**src/rtl/daq_file_rd_sm.sv**
```systemverilog
// -----------------------------------------------------------------------------
// daq_file_rd_sm
//
// Reader side of the DAQ circular-file scheme kept in RAM. A file_read request
// fetches the six-word file descriptor over the shared bus-master interface.
// If the file holds unread data, one sample is read from rd_ptr. rd_ptr is then
// advanced by the sample size and wraps back to START once it passes END.
// Finally STATUS and RD_PTR are written back to the descriptor.
//
// Ports
//   wb_clk, wb_rst   clock, asynchronous active-high reset
//   file_num         descriptor index, sampled when a request is accepted
//   file_read        request pulse, only honoured in IDLE
//   file_read_data   right-justified, zero-extended sample, valid with file_done
//   file_done        one-cycle completion pulse (data, empty or error)
//   file_empty       qualifies file_done: nothing unread in the file
//   file_error       qualifies file_done: CONTROL size field was 2'b11
//   file_active      high from request accept through the file_done cycle
//   address, start, selection, write, data_wr   bus-master request side
//   data_rd, active  bus-master response side
//
// Bus handshake (start/active): a request state drives address, selection,
// write and data_wr and raises start. Once the master reports active=1 the FSM
// moves to the matching _DONE state. That state drops start (and write) but
// keeps address/data stable. When active falls, read data is taken from
// data_rd and the FSM moves on. Exactly one transfer happens per request state.
// -----------------------------------------------------------------------------
module daq_file_rd_sm #(
  parameter int              dw              = 32,
  parameter int              aw              = 32,
  parameter logic [aw-1:0]   FILE_TABLE_BASE = '0,
  parameter logic [aw-1:0]   FILE_STRIDE     = aw'(32'h20)
) (
  input  logic          wb_clk,
  input  logic          wb_rst,
  input  logic [7:0]    file_num,
  input  logic          file_read,
  output logic [31:0]   file_read_data,
  output logic          file_done,
  output logic          file_empty,
  output logic          file_error,
  output logic          file_active,
  output logic [aw-1:0] address,
  output logic          start,
  output logic [3:0]    selection,
  output logic          write,
  output logic [dw-1:0] data_wr,
  input  logic [dw-1:0] data_rd,
  input  logic          active
);

  localparam logic [aw-1:0] OFF_START   = aw'(32'h00);
  localparam logic [aw-1:0] OFF_END     = aw'(32'h04);
  localparam logic [aw-1:0] OFF_RDPTR   = aw'(32'h08);
  localparam logic [aw-1:0] OFF_WRPTR   = aw'(32'h0C);
  localparam logic [aw-1:0] OFF_STATUS  = aw'(32'h10);
  localparam logic [aw-1:0] OFF_CONTROL = aw'(32'h14);

  // Each bus request state is encoded immediately before its _DONE state.
  // The shared request handler relies on that ordering.
  typedef enum logic [4:0] {
    S_IDLE,
    S_RD_START,   S_RD_START_DONE,
    S_RD_END,     S_RD_END_DONE,
    S_RD_RDPTR,   S_RD_RDPTR_DONE,
    S_RD_WRPTR,   S_RD_WRPTR_DONE,
    S_RD_STATUS,  S_RD_STATUS_DONE,
    S_RD_CONTROL, S_RD_CONTROL_DONE,
    S_CHECK,
    S_RD_DATA,    S_RD_DATA_DONE,
    S_UPDATE,
    S_WR_STATUS,  S_WR_STATUS_DONE,
    S_WR_RDPTR,   S_WR_RDPTR_DONE,
    S_DONE
  } state_e;

  state_e        state_q, state_d;
  logic [aw-1:0] base_q, base_d;
  logic [aw-1:0] start_addr_q, start_addr_d;
  logic [aw-1:0] end_addr_q, end_addr_d;
  logic [aw-1:0] rd_ptr_q, rd_ptr_d;
  logic [aw-1:0] wr_ptr_q, wr_ptr_d;
  logic [dw-1:0] status_q, status_d;
  logic [1:0]    size_q, size_d;
  logic [31:0]   data_q, data_d;
  logic          empty_q, empty_d;
  logic          error_q, error_d;

  logic [aw-1:0] incr;
  logic [aw-1:0] rd_next;

  always_ff @(posedge wb_clk or posedge wb_rst) begin
    if (wb_rst) begin
      state_q      <= S_IDLE;
      base_q       <= '0;
      start_addr_q <= '0;
      end_addr_q   <= '0;
      rd_ptr_q     <= '0;
      wr_ptr_q     <= '0;
      status_q     <= '0;
      size_q       <= '0;
      data_q       <= '0;
      empty_q      <= 1'b0;
      error_q      <= 1'b0;
    end else begin
      state_q      <= state_d;
      base_q       <= base_d;
      start_addr_q <= start_addr_d;
      end_addr_q   <= end_addr_d;
      rd_ptr_q     <= rd_ptr_d;
      wr_ptr_q     <= wr_ptr_d;
      status_q     <= status_d;
      size_q       <= size_d;
      data_q       <= data_d;
      empty_q      <= empty_d;
      error_q      <= error_d;
    end
  end

  always_comb begin
    state_d      = state_q;
    base_d       = base_q;
    start_addr_d = start_addr_q;
    end_addr_d   = end_addr_q;
    rd_ptr_d     = rd_ptr_q;
    wr_ptr_d     = wr_ptr_q;
    status_d     = status_q;
    size_d       = size_q;
    data_d       = data_q;
    empty_d      = empty_q;
    error_d      = error_q;
    address      = '0;
    selection    = 4'h0;
    start        = 1'b0;
    write        = 1'b0;
    data_wr      = '0;
    incr         = '0;
    rd_next      = '0;

    // Address and lanes stay stable across each request/_DONE pair.
    case (state_q)
      S_RD_START,   S_RD_START_DONE:   begin address = base_q + OFF_START;   selection = 4'hF; end
      S_RD_END,     S_RD_END_DONE:     begin address = base_q + OFF_END;     selection = 4'hF; end
      S_RD_RDPTR,   S_RD_RDPTR_DONE:   begin address = base_q + OFF_RDPTR;   selection = 4'hF; end
      S_RD_WRPTR,   S_RD_WRPTR_DONE:   begin address = base_q + OFF_WRPTR;   selection = 4'hF; end
      S_RD_STATUS,  S_RD_STATUS_DONE:  begin address = base_q + OFF_STATUS;  selection = 4'hF; end
      S_RD_CONTROL, S_RD_CONTROL_DONE: begin address = base_q + OFF_CONTROL; selection = 4'hF; end
      S_RD_DATA,    S_RD_DATA_DONE:    begin address = {rd_ptr_q[aw-1:2], 2'b00}; selection = 4'hF; end
      S_WR_STATUS,  S_WR_STATUS_DONE:  begin address = base_q + OFF_STATUS;  selection = 4'hF; end
      S_WR_RDPTR,   S_WR_RDPTR_DONE:   begin address = base_q + OFF_RDPTR;   selection = 4'hF; end
      default: ;
    endcase

    case (state_q)
      S_IDLE: begin
        if (file_read) begin
          state_d      = S_RD_START;
          base_d       = FILE_TABLE_BASE + FILE_STRIDE * {{(aw-8){1'b0}}, file_num};
          // Nothing from a previous request may leak into this one.
          start_addr_d = '0;
          end_addr_d   = '0;
          rd_ptr_d     = '0;
          wr_ptr_d     = '0;
          status_d     = '0;
          size_d       = '0;
          data_d       = '0;
          empty_d      = 1'b0;
          error_d      = 1'b0;
        end
      end

      S_RD_START, S_RD_END, S_RD_RDPTR, S_RD_WRPTR,
      S_RD_STATUS, S_RD_CONTROL, S_RD_DATA: begin
        start = 1'b1;
        if (active) state_d = state_e'(state_q + 5'd1);
      end

      S_RD_START_DONE:   if (!active) begin start_addr_d = data_rd[aw-1:0]; state_d = S_RD_END;     end
      S_RD_END_DONE:     if (!active) begin end_addr_d   = data_rd[aw-1:0]; state_d = S_RD_RDPTR;   end
      S_RD_RDPTR_DONE:   if (!active) begin rd_ptr_d     = data_rd[aw-1:0]; state_d = S_RD_WRPTR;   end
      S_RD_WRPTR_DONE:   if (!active) begin wr_ptr_d     = data_rd[aw-1:0]; state_d = S_RD_STATUS;  end
      S_RD_STATUS_DONE:  if (!active) begin status_d     = data_rd;         state_d = S_RD_CONTROL; end
      S_RD_CONTROL_DONE: if (!active) begin size_d       = data_rd[1:0];    state_d = S_CHECK;      end

      S_CHECK: begin
        if (size_q == 2'b11) begin
          error_d = 1'b1;
          state_d = S_DONE;
        end else if ((rd_ptr_q == wr_ptr_q) && !status_q[0]) begin
          // Equal pointers with WRAP set mean a full file, which is readable.
          empty_d = 1'b1;
          data_d  = '0;
          state_d = S_DONE;
        end else begin
          state_d = S_RD_DATA;
        end
      end

      S_RD_DATA_DONE: begin
        if (!active) begin
          case (size_q)
            2'b00:   data_d = data_rd[31:0];
            2'b01:   data_d = {16'h0000, data_rd[{rd_ptr_q[1], 4'b0000} +: 16]};
            default: data_d = {24'h000000, data_rd[{rd_ptr_q[1:0], 3'b000} +: 8]};
          endcase
          state_d = S_UPDATE;
        end
      end

      S_UPDATE: begin
        case (size_q)
          2'b00:   incr = aw'(4);
          2'b01:   incr = aw'(2);
          default: incr = aw'(1);
        endcase
        rd_next = rd_ptr_q + incr;
        if (rd_next > end_addr_q) begin
          rd_ptr_d    = start_addr_q;
          status_d[0] = 1'b0;
        end else begin
          rd_ptr_d = rd_next;
        end
        state_d = S_WR_STATUS;
      end

      S_WR_STATUS: begin
        start   = 1'b1;
        write   = 1'b1;
        data_wr = status_q;
        if (active) state_d = S_WR_STATUS_DONE;
      end
      S_WR_STATUS_DONE: begin
        data_wr = status_q;
        if (!active) state_d = S_WR_RDPTR;
      end
      S_WR_RDPTR: begin
        start   = 1'b1;
        write   = 1'b1;
        data_wr = dw'(rd_ptr_q);
        if (active) state_d = S_WR_RDPTR_DONE;
      end
      S_WR_RDPTR_DONE: begin
        data_wr = dw'(rd_ptr_q);
        if (!active) state_d = S_DONE;
      end

      // A request arriving in this cycle is dropped, not queued.
      S_DONE:  state_d = S_IDLE;
      default: state_d = S_IDLE;
    endcase
  end

  assign file_done      = (state_q == S_DONE);
  assign file_empty     = file_done & empty_q;
  assign file_error     = file_done & error_q;
  assign file_read_data = file_done ? data_q : 32'h0;
  assign file_active    = (state_q != S_IDLE);

endmodule
```
**config.mk**
```make
export PLATFORM = sky130hd
export DESIGN_NAME = daq_file_rd_sm
export DESIGN_NICKNAME = d
export VERILOG_FILES = /design/src/rtl/daq_file_rd_sm.sv
export SDC_FILE = /design/constraint.sdc
export NUM_CORES = 1
export LEC_CHECK = 0
export ABC_AREA = 0
export CORE_MARGIN = 1
export CORE_UTILIZATION = 40
export CTS_CLUSTER_SIZE = 8
export DETAILED_ROUTE_END_ITERATION = 6
export GPL_TIMING_DRIVEN = 1
export SLEW_MARGIN = 40
export SYNTH_ARGS = -nofsm -noshare
export SYNTH_HDL_FRONTEND = slang
export SYNTH_SLANG_ARGS = --single-unit
```
**constraint.sdc**
```tcl
create_clock -name wb_clk -period 22.1 [get_ports wb_clk]
set_clock_uncertainty 0.2 [all_clocks]
set_input_delay 4.42 -clock wb_clk [delete_from_list [all_inputs] [get_ports wb_clk]]
set_output_delay 4.42 -clock wb_clk [all_outputs]
set_load 0.03 [all_outputs]
```
==> results.rst, run 1 <==
.. list-table::
   :header-rows: 1

   * - Metric
     - Value
   * - Run status
     - finished clean
   * - Clock tree from TritonCTS
     - done
   * - Commonest cells post-synth
     - 308 x sky130_fd_sc_hd__nand2_1, 209 x sky130_fd_sc_hd__dfrtp_1, 118 x sky130_fd_sc_hd__o21ai_0
   * - Core area
     - 0.0298 mm^2
   * - Share of flip-flops with an asynchronous set or reset
     - 1.00
   * - Measured slew at the worst slew-check pin
     - 0.755 ns
   * - Root cell of the clock tree
     - sky130_fd_sc_hd__clkbuf_16
   * - Worst slew margin
     - 0.496
   * - Critical path required time
     - 17.48 ns
   * - Reg clk slew, reported paths
     - 0.05 ns
   * - Main combinational cell family by area after synthesis
     - compound AO/OA/AOI/OAI gates
   * - Power share of the clock group
     - 0.163
   * - Power per unit of standard cell area
     - 169 mW/mm^2
   * - Post-synthesis adder-cell area fraction
     - 0.0437
   * - Total number of yosys warnings
     - 0
   * - Clock sink count
     - 209
   * - Final critical delay including setup and external delays
     - 8.21 ns
   * - Area of all placed cells without fillers
     - 0.0147 mm^2
   * - Critical path launch point type
     - flip-flop
   * - Cell taking the most area after synthesis
     - sky130_fd_sc_hd__dfrtp_1
   * - Routed Wire Length
     - 39800 um
   * - Top cell family by delay on the critical path
     - buffers and inverters
   * - Simple-Gate Fraction of Synth Area
     - 0.177
   * - Crit-path slowest cell
     - sky130_fd_sc_hd__clkdlybuf4s50_1
   * - Summed negative setup slack over all endpoints
     - 0 ns
   * - Antenna violations before repair
     - 0
   * - Hold Path Sink
     - end_addr_q[7]
   * - Die Outline Area
     - 0.0311 mm^2
   * - Crit path depth
     - 7
   * - Start point of the worst hold path
     - end_addr_q[7]
   * - Die outline height
     - 176 um
   * - Placed Instance Area
     - 0.0139 mm^2
   * - Count of nets left with antenna violations after detail routing
     - 0
   * - Drt initial violations
     - 743
   * - Setup repair after global routing missed its margin
     - no
   * - Maximum ir drop on the vdd rail
     - 0.000252 V
   * - Number of standard cells after synthesis
     - 1349
   * - CP Data Arrival Time
     - 3.59 ns
   * - Synth cell types
     - 59
   * - Fill count
     - 2851
   * - Leakage component of the power
     - 6.41 nW
   * - Detail-routed via count per cell
     - 5.74
   * - Cell area after technology mapping
     - 0.0122 mm^2
   * - Via count of the routed design
     - 10400
   * - Clock network latency to the later pin of the worst-skew pair
     - 0.55 ns
   * - Via count of the first global-routing pass
     - 10200
   * - CTS HTree Levels
     - 1
   * - Fraction of power consumed by sequential logic
     - 0.223
   * - Crit path max fanout
     - 19
   * - Overflow left after global routing
     - 0
   * - Share of cell area taken by muxes after synthesis
     - 0.0634
   * - Parity-gate share of the synthesized area counting xor and xnor cells
     - 0.0447
   * - Post-route fraction of the period consumed by the critical path
     - 0.371
   * - Maximum operating frequency
     - 122 MHz
   * - Launch instance of the worst register-to-register path
     - size_q[1]
   * - Hold bufs inserted after CTS
     - 0
   * - Final net count
     - 1511
   * - Buf/Inv on CP
     - 3
   * - Destination of the worst register-to-register timing path
     - rd_ptr_q[22]
   * - Detailed placer's ending HPWL
     - 26400 um
   * - Share of cells above drive strength 1
     - 0.0659
   * - Gp weighted congestion
     - 0.855
   * - Critical path's largest stage delay
     - 0.69 ns
   * - Number of buffers inserted by port buffering
     - 147
   * - Maximum number of pins on one net before global-route repair
     - 137
   * - Internal power summed over all cells
     - 0.00129 W
   * - Number of buffers added by the clock tree synthesis step
     - 30
   * - Final Hold Slack
     - 0.276 ns
   * - Kind of critical path
     - reg2out
   * - Net switching share of the total power
     - 0.480
   * - Number of diodes
     - 0
   * - Leading register cell type out of synthesis
     - sky130_fd_sc_hd__dfrtp_1
   * - Cell-by-cell trace of the critical path
     - inv_1 -> ha_1 -> nand2b_1 -> o21bai_2 -> buf_4 -> and2_1 -> clkdlybuf4s50_1
   * - Initial core utilization
     - 0.408
   * - Std-Cell Rows
     - 63
   * - Reg2Reg Setup Slack
     - 16.58 ns
   * - Max Transition Viols Final
     - 0
   * - Endpoint type of the worst setup path
     - output pin
   * - Net load switching power
     - 0.00119 W
   * - Area fraction in compound gates after synthesis
     - 0.182
   * - Number of search-and-repair iterations in the first detailed-routing pass
     - 5
   * - Bufs on Longest Clock Path
     - 3
   * - Number of storage elements in the synthesis netlist
     - 209
   * - Global-route total usage across every layer
     - 0.257
   * - Final number of hold-violating endpoints
     - 0
   * - Combinational Power Share
     - 0.614
   * - Number of max-cap violations
     - 0
   * - Buffers inserted during post-CTS setup optimization
     - 0
   * - Area share of the leading cell type in the synthesized netlist
     - 0.430
   * - Number of setup violations in the final report
     - 0
   * - Synth-to-layout area growth
     - 20.7%
   * - Library cell with the highest instance count after synthesis
     - sky130_fd_sc_hd__nand2_1
   * - Cell types with the largest area share after synthesis
     - sky130_fd_sc_hd__dfrtp_1 43%, sky130_fd_sc_hd__nand2_1 9.5%, sky130_fd_sc_hd__a22o_1 7.1%
   * - Die width
     - 176 um
   * - Mean Syn Cell Area
     - 9.01 um^2
   * - Number of DRC violations after detailed routing
     - 0
   * - First-pass GRT wire length
     - 61100 um
   * - Wirelength per Cell
     - 21.9 um
   * - Design Power
     - 0.00248 W
   * - Hold path cells
     - 2
   * - Portion of the post-synthesis area used by sequential elements
     - 0.430
   * - Number of primary I/O pins
     - 150
   * - EDFF count, synth
     - 0
   * - Worst Reg-to-Reg Cells
     - 17
   * - Worst min-delay path category
     - reg2reg
   * - Resize count post-CTS
     - 0
## kinds of logic after synthesis
kind of cell	count (synthesis)
simple gates	480
compound gates	316
flops	209
buf+inv	173
mux	66
xor+xnor	62
fa+ha+maj	42
other cells	1
## worst reg2reg max path, delay by kind of cell (launching register included)
family | cells | cell delay [ns]
fa+ha+maj | 3 | 1.03
compound gates | 3 | 0.72
buf+inv | 3 | 0.68
simple gates | 6 | 1.50
flops | 1 | 0.79
mux | 1 | 0.24
xor+xnor | 1 | 0.18
## registers in the layout, indices dropped and copies added (netlist names)
signal	flops
rd_ptr_q	32
data_q	32
start_addr_q	32
status_q	32
empty_q	1
wr_ptr_q	32
state_q	5
end_addr_q	32
size_q	2
error_q	1
base_q	8
## layer usage
metal  vias to the layer above  share of wire  track usage
met5                         -              0            0
met2                       394           0.47        0.438
met1                      5129           0.43        0.340
li1                       4820              -            -
met4                         0          0.032       0.0790
met3                        79          0.062       0.0304
## through the flow
step	setup WS, ns	util	instances
finish	13.89	0.492	1817
detailed placement	14.53	0.465	1783
global placement	14.57	0.464	1782
floorplan	11.77	-	1350
CTS	13.94	0.491	1816
global route	13.74	0.492	1817
## worst max path at each step
stage	from	to	slack, ns
floorplan	wb_rst	base_q[10]	11.77
global placement	state_q[0]	address[15]	14.57
detailed placement	state_q[0]	address[15]	14.53
CTS	state_q[0]	address[15]	13.94
global route	state_q[0]	address[23]	13.74
finish	state_q[0]	address[23]	13.89
## layout make-up
cell class / count / area [um^2] / share of cell area
clock buffer: 32 / 779 / 0.0531
sequential: 209 / 5230 / 0.356
multi-input combinational: 968 / 6300 / 0.430
timing repair buffer: 169 / 1670 / 0.114
tap: 390 / 488 / 0.0333
inverter: 48 / 193 / 0.0131
clock inverter: 1 / 8.76 / 0.000597
## power groups by stage
| stage | Clock, W | Combinational (W) | Sequential, W |
|---|---|---|---|
| final | 0.000404 | 0.00152 | 0.000553 |
| after global routing | 0.000425 | 0.00161 | 0.000558 |
| after CTS | 0.000411 | 0.00148 | 0.000551 |
| after detailed placement | 0 | 0.00147 | 0.000557 |
| after global placement | 0 | 0.00146 | 0.000556 |
| after floorplan | 0 | 0.00112 | 0.000472 |
## layout by cell type (no fill, tap or decap), drive strengths merged, types with 7 or more instances in the layout
| cell type | synthesis | routed |
|---|---|---|
| a21oi | 26 | 26 |
| a22o | 98 | 98 |
| and2 | 55 | 55 |
| and4 | 7 | 7 |
| buf | 31 | 22 |
| clkbuf | 94 | 32 |
| clkdlybuf4s50 | 0 | 147 |
| dfrtp | 209 | 209 |
| ha | 40 | 40 |
| inv | 47 | 47 |
| mux2 | 8 | 8 |
| mux2i | 50 | 50 |
| mux4 | 8 | 8 |
| nand2 | 308 | 308 |
| nand3 | 17 | 17 |
| nand4 | 16 | 16 |
| nor2 | 35 | 35 |
| nor3 | 9 | 9 |
| nor4 | 7 | 7 |
| o21ai | 119 | 119 |
| o221ai | 33 | 33 |
| o2bb2ai | 9 | 9 |
| xnor2 | 27 | 27 |
| xor2 | 35 | 35 |
Power figures use the tool's default switching activity.
==> run 2, diff against run 1 <==
Clock period 22.1 ns to 7.3 ns, I/O delays scaled along.
==> run 2 against run 1 <==
Against the previous run:
- first-iteration DRC count rose by 20%
- global-route usage is 0.33 points lower
- cell count decreased by 0.22%
- register-to-register slack worse by 15 ns
- highest routed layer unchanged
==> results.rst, run 2 (same netlist as run 1, synthesis figures left out) <==
.. list-table::
   :header-rows: 1

   * - Metric
     - Value
   * - Die outline height
     - 176 um
   * - Initial core utilization
     - 0.408
   * - First-pass GRT wire length
     - 60400 um
   * - Clock network latency to the later pin of the worst-skew pair
     - 0.56 ns
   * - Combinational Power Share
     - 0.579
   * - Via count of the routed design
     - 10400
   * - Clock sink count
     - 209
   * - Antenna violations before repair
     - 0
   * - Reg clk slew, reported paths
     - 0.05 ns
   * - Die width
     - 176 um
   * - Measured slew at the worst slew-check pin
     - 0.810 ns
   * - Power per unit of standard cell area
     - 462 mW/mm^2
   * - CTS HTree Levels
     - 1
   * - Clock tree from TritonCTS
     - done
   * - Internal power summed over all cells
     - 0.00354 W
   * - Crit-path slowest cell
     - sky130_fd_sc_hd__dfrtp_1
   * - Number of diodes
     - 0
   * - Leakage component of the power
     - 6.38 nW
   * - Met2 Use GR
     - 0.413
   * - Maximum number of pins on one net before global-route repair
     - 108
   * - Area of all placed cells without fillers
     - 0.0146 mm^2
   * - Crit path max fanout
     - 22
   * - Count of nets left with antenna violations after detail routing
     - 0
   * - Endpoint type of the worst setup path
     - flip-flop
   * - Maximum ir drop on the vdd rail
     - 0.000826 V
   * - Root cell of the clock tree
     - sky130_fd_sc_hd__clkbuf_16
   * - Kind of critical path
     - reg2reg
   * - Std-Cell Rows
     - 63
   * - Post-route fraction of the period consumed by the critical path
     - 0.786
   * - Fraction of power consumed by sequential logic
     - 0.241
   * - Maximum operating frequency
     - 174 MHz
   * - Net switching share of the total power
     - 0.476
   * - Critical path launch point type
     - flip-flop
   * - Resize count post-CTS
     - 0
   * - Detail-routed via count per cell
     - 5.72
   * - Net load switching power
     - 0.00321 W
   * - Drt initial violations
     - 890
   * - CP Data Arrival Time
     - 5.92 ns
   * - Number of buffers added by the clock tree synthesis step
     - 30
   * - Critical path's largest stage delay
     - 0.71 ns
   * - Final number of hold-violating endpoints
     - 0
   * - Final net count
     - 1507
   * - Routed Wire Length
     - 39300 um
   * - Via count of the first global-routing pass
     - 10000
   * - Number of buffers inserted by port buffering
     - 147
   * - Gp weighted congestion
     - 0.885
   * - Setup repair after global routing missed its margin
     - no
   * - Worst slew margin
     - 0.457
   * - Most common cell after layout, fill and taps aside
     - sky130_fd_sc_hd__nand2_1
   * - Met1 track demand over resource
     - 0.350
   * - Most frequent CP cell
     - sky130_fd_sc_hd__ha_1
   * - Critical path required time
     - 7.48 ns
   * - Share of cells above drive strength 1
     - 0.0632
   * - Top cell family by delay on the critical path
     - simple AND/OR/NAND/NOR gates
   * - Number of setup violations in the final report
     - 0
   * - Wirelength per Cell
     - 21.7 um
   * - Cell-by-cell trace of the critical path
     - ha_1 -> inv_1 -> fa_1 -> nand2b_1 -> a211oi_2 -> and4_1 -> nand3_1 -> xnor2_1 -> ha_1 -> nand4_1 -> nor4_1 -> nand2_1 -> o22ai_4 -> buf_4 -> mux2i_1 -> o221ai_1
   * - Run status
     - finished clean
   * - Core area
     - 0.0298 mm^2
   * - Global-route total usage across every layer
     - 0.254
   * - Commonest cells after routing, fill and taps aside
     - 307 x sky130_fd_sc_hd__nand2_1, 209 x sky130_fd_sc_hd__dfrtp_1, 147 x sky130_fd_sc_hd__clkdlybuf4s50_1
   * - Bufs on Longest Clock Path
     - 3
   * - Final Hold Slack
     - 0.276 ns
   * - Overflow left after global routing
     - 0
   * - Placed Instance Area
     - 0.0138 mm^2
   * - Summed negative setup slack over all endpoints
     - 0 ns
   * - Hold bufs inserted after CTS
     - 0
   * - Global-route layer with the greatest usage
     - met2
   * - Buffers inserted during post-CTS setup optimization
     - 0
   * - Die Outline Area
     - 0.0311 mm^2
   * - Number of search-and-repair iterations in the first detailed-routing pass
     - 6
   * - Buf/Inv on CP
     - 2
   * - Max Transition Viols Final
     - 0
   * - Synth-to-layout area growth
     - 20.4%
   * - Final critical delay including setup and external delays
     - 5.74 ns
   * - Power share of the clock group
     - 0.180
   * - Worst min-delay path category
     - reg2reg
   * - Number of max-cap violations
     - 0
   * - Detailed placer's ending HPWL
     - 26600 um
   * - Number of DRC violations after detailed routing
     - 0
   * - Fill count
     - 2815
   * - Number of primary I/O pins
     - 150
   * - Met3 track demand over resource
     - 0.0327
run 2: cell type report:
| cell class | count | area (um^2) | area share |
|---|---|---|---|
| inverter | 48 | 184 | 0.0126 |
| clock inverter | 2 | 25.0 | 0.00171 |
| sequential | 209 | 5230 | 0.358 |
| clock buffer | 31 | 754 | 0.0516 |
| tap | 390 | 488 | 0.0334 |
| multi-input combinational | 968 | 6290 | 0.430 |
| timing repair buffer | 165 | 1660 | 0.113 |
run 2: worst paths after layout:
kind / cells after the start / slack, ns / end / startpoint
worst min register to register: 2 / 0.28 / end_addr_q[16] / end_addr_q[16]
worst min-delay path: 2 / 0.28 / end_addr_q[16] / end_addr_q[16]
worst max register to register: 16 / 1.56 / rd_ptr_q[10] / size_q[1]
worst max-delay path: 16 / 1.56 / rd_ptr_q[10] / size_q[1]
min in group asynchronous: 2 / 1.03 / data_q[31] / wb_rst
max in group asynchronous: 3 / 4.92 / rd_ptr_q[5] / wb_rst
run 2: power groups by stage:
stage / clock network (W) / logic, W / registers [W]
2_1_floorplan: 0 / 0.00339 / 0.00143
3_3_place_gp: 0 / 0.00406 / 0.00167
3_5_place_dp: 0 / 0.00406 / 0.00166
4_1_cts: 0.00124 / 0.00397 / 0.00163
5_1_grt: 0.00128 / 0.00406 / 0.00163
6_report: 0.00121 / 0.00391 / 0.00163
run 2: per-stage QoR:
stage | instances | utilization | setup WS (ns) | power [W]
2_1_floorplan | 1350 | - | 2.74 | 0.00482
3_3_place_gp | 1778 | 0.463 | 1.75 | 0.00573
3_5_place_dp | 1779 | 0.464 | 1.63 | 0.00572
4_1_cts | 1812 | 0.490 | 1.60 | 0.00683
5_1_grt | 1813 | 0.491 | 1.16 | 0.00697
6_report | 1813 | 0.491 | 1.56 | 0.00675
run 2: worst register-to-register path, stage by stage, from the launching register on:
cell and delay (ns):
sky130_fd_sc_hd__dfrtp_1 0.71, sky130_fd_sc_hd__ha_1 0.28, sky130_fd_sc_hd__inv_1 0.05, sky130_fd_sc_hd__fa_1 0.41, sky130_fd_sc_hd__nand2b_1 0.19, sky130_fd_sc_hd__a211oi_2 0.62
sky130_fd_sc_hd__and4_1 0.39, sky130_fd_sc_hd__nand3_1 0.11, sky130_fd_sc_hd__xnor2_1 0.18, sky130_fd_sc_hd__ha_1 0.31, sky130_fd_sc_hd__nand4_1 0.12, sky130_fd_sc_hd__nor4_1 0.36
sky130_fd_sc_hd__nand2_1 0.20, sky130_fd_sc_hd__o22ai_4 0.56, sky130_fd_sc_hd__buf_4 0.49, sky130_fd_sc_hd__mux2i_1 0.26, sky130_fd_sc_hd__o221ai_1 0.13
run 2: per-layer routing:
metal	wire length (um)	up-vias	part of all wire
met2	18400	403	0.47
li1	-	4819	-
met5	0	-	0
met4	1210	0	0.031
met3	2660	78	0.068
met1	17100	5069	0.43
==> run 3, diff against run 2 <==
Clock period 7.3 ns to 6 ns, I/O delays scaled along.
==> run 3 against run 2 <==
Against the previous run:
- non-clock buffer count grew 4
- critical endpoint is now rd_ptr_q[7]
- core utilization grew 0.17 points
- count of clock-buffer cells in the layout grew 1
- clock power grew 24%
- register-to-register slack lost 0.79 ns
- sequential cell count is the same
- first-iteration DRC count grew 1.7%
- combinational power grew 37%
- worst hold slack gained 0.0011 ns
==> results.rst, run 3 (same netlist as run 1, synthesis figures left out) <==
.. list-table::
   :header-rows: 1

   * - Metric
     - Value
   * - Run status
     - finished clean
   * - Final net count
     - 1511
   * - Post-layout util
     - 0.493
   * - Maximum operating frequency
     - 191 MHz
   * - Endpoint type of the worst setup path
     - flip-flop
   * - Leakage component of the power
     - 6.41 nW
   * - Die outline height
     - 176 um
   * - Worst slew margin
     - 0.430
   * - Clock sink count
     - 209
   * - Most common cell after layout, fill and taps aside
     - sky130_fd_sc_hd__nand2_1
   * - Buffers inserted during post-CTS setup optimization
     - 0
   * - Bufs on Longest Clock Path
     - 3
   * - Gp weighted congestion
     - 0.897
   * - Internal power summed over all cells
     - 0.00468 W
   * - Number of search-and-repair iterations in the first detailed-routing pass
     - 5
   * - Number of buffers inserted by port buffering
     - 147
   * - Share of cells above drive strength 1
     - 0.0659
   * - Die Outline Area
     - 0.0311 mm^2
   * - CP Data Arrival Time
     - 5.42 ns
   * - Via count of the routed design
     - 10400
   * - Number of setup violations in the final report
     - 0
   * - Net switching share of the total power
     - 0.474
   * - Wirelength per Cell
     - 21.8 um
   * - Post-route fraction of the period consumed by the critical path
     - 0.872
   * - Final critical delay including setup and external delays
     - 5.23 ns
   * - Clock tree from TritonCTS
     - done
   * - Power share of the clock group
     - 0.168
   * - Antenna violations before repair
     - 0
   * - Net load switching power
     - 0.00421 W
   * - Critical path required time
     - 6.19 ns
   * - Fraction of power consumed by sequential logic
     - 0.229
   * - Std-Cell Rows
     - 63
   * - Crit path max fanout
     - 22
   * - Hold bufs inserted after CTS
     - 0
   * - Maximum number of pins on one net before global-route repair
     - 99
   * - Detailed placer's ending HPWL
     - 27300 um
   * - Clock network latency to the later pin of the worst-skew pair
     - 0.55 ns
   * - Setup repair after global routing missed its margin
     - no
   * - Maximum ir drop on the vdd rail
     - 0.00119 V
   * - Core area
     - 0.0298 mm^2
   * - Number of buffers added by the clock tree synthesis step
     - 30
   * - Max Transition Viols Final
     - 0
   * - Number of DRC violations after detailed routing
     - 0
   * - Number of max-cap violations
     - 0
   * - Resize count post-CTS
     - 0
   * - Initial core utilization
     - 0.408
   * - Via count of the first global-routing pass
     - 10200
   * - CTS HTree Levels
     - 1
   * - Number of diodes
     - 0
   * - Number of primary I/O pins
     - 150
   * - Worst min-delay path category
     - reg2reg
   * - Global-route total usage across every layer
     - 0.257
   * - Kind of critical path
     - reg2reg
   * - Commonest cells after routing, fill and taps aside
     - 307 x sky130_fd_sc_hd__nand2_1, 209 x sky130_fd_sc_hd__dfrtp_1, 147 x sky130_fd_sc_hd__clkdlybuf4s50_1
   * - First-pass GRT wire length
     - 61000 um
   * - Overflow left after global routing
     - 0
   * - Reg clk slew, reported paths
     - 0.05 ns
   * - Count of nets left with antenna violations after detail routing
     - 0
   * - Die width
     - 176 um
   * - Final number of hold-violating endpoints
     - 0
   * - Measured slew at the worst slew-check pin
     - 0.851 ns
   * - Synth-to-layout area growth
     - 20.8%
   * - Routed Wire Length
     - 39600 um
   * - Drt initial violations
     - 905
   * - Detail-routed via count per cell
     - 5.73
   * - Fill count
     - 2789
   * - Power per unit of standard cell area
     - 605 mW/mm^2
   * - Critical path launch point type
     - flip-flop
   * - Summed negative setup slack over all endpoints
     - 0 ns
   * - Combinational Power Share
     - 0.603
   * - Root cell of the clock tree
     - sky130_fd_sc_hd__clkbuf_16
run 3: power by group through the flow:
stage | registers [W] | clock network [W] | logic (W)
final | 0.00203 | 0.00150 | 0.00536
after global routing | 0.00201 | 0.00158 | 0.00534
after CTS | 0.00201 | 0.00152 | 0.00524
after detailed placement | 0.00204 | 0 | 0.00521
after global placement | 0.00204 | 0 | 0.00528
after floorplan | 0.00174 | 0 | 0.00413
run 3: critical path, cell delays in order, from the launching register on:
cell and delay (ns):
sky130_fd_sc_hd__dfrtp_1 0.74, sky130_fd_sc_hd__ha_1 0.28, sky130_fd_sc_hd__inv_1 0.06, sky130_fd_sc_hd__fa_1 0.39, sky130_fd_sc_hd__nand2b_1 0.19, sky130_fd_sc_hd__a211oi_2 0.41, sky130_fd_sc_hd__and4_1 0.35, sky130_fd_sc_hd__nand3_1 0.11
sky130_fd_sc_hd__xnor2_1 0.18, sky130_fd_sc_hd__ha_1 0.31, sky130_fd_sc_hd__nand4_1 0.13, sky130_fd_sc_hd__nor4_1 0.37, sky130_fd_sc_hd__nand2_1 0.20, sky130_fd_sc_hd__o22ai_4 0.39, sky130_fd_sc_hd__buf_4 0.37, sky130_fd_sc_hd__mux2i_1 0.23
sky130_fd_sc_hd__o221ai_1 0.13
run 3: final timing paths:
| path | startpoint | to | slack [ns] | cells after the start |
|---|---|---|---|---|
| worst max-delay path | size_q[1] | rd_ptr_q[7] | 0.77 | 16 |
| worst min-delay path | end_addr_q[17] | end_addr_q[17] | 0.28 | 2 |
| worst max register to register | size_q[1] | rd_ptr_q[7] | 0.77 | 16 |
| worst min register to register | end_addr_q[17] | end_addr_q[17] | 0.28 | 2 |
| max in group asynchronous | wb_rst | rd_ptr_q[30] | 3.75 | 4 |
| min in group asynchronous | wb_rst | data_q[29] | 0.94 | 3 |
run 3: layer usage:
layer,vias up,share of wire,wire length (um),global-route usage
met5,-,0,0,0
met4,0,0.033,1320,0.0844
met3,74,0.064,2540,0.0375
met2,412,0.46,18100,0.409
met1,5098,0.45,17600,0.358
li1,4822,-,-,-
run 3: layout make-up:
class | count | area (um^2) | share of cell area
clock buffer | 32 | 779 | 0.0531
inverter | 48 | 184 | 0.0125
clock inverter | 1 | 8.76 | 0.000597
tap | 390 | 488 | 0.0332
timing repair buffer | 169 | 1700 | 0.116
multi-input combinational | 968 | 6290 | 0.429
sequential | 209 | 5230 | 0.356
run 3: stage by stage:
stage / total power [W] / hold slack [ns] / instances / cell area [um^2] / worst slack, ns
after floorplan: 0.00587 / 0.248 / 1350 / 12200 / 1.44
after global placement: 0.00731 / 0.261 / 1781 / 13800 / 0.931
after detailed placement: 0.00725 / 0.271 / 1784 / 13900 / 0.797
after CTS: 0.00877 / 0.281 / 1817 / 14700 / 0.774
after global routing: 0.00893 / 0.300 / 1817 / 14700 / 0.347
final: 0.00889 / 0.277 / 1817 / 14700 / 0.768
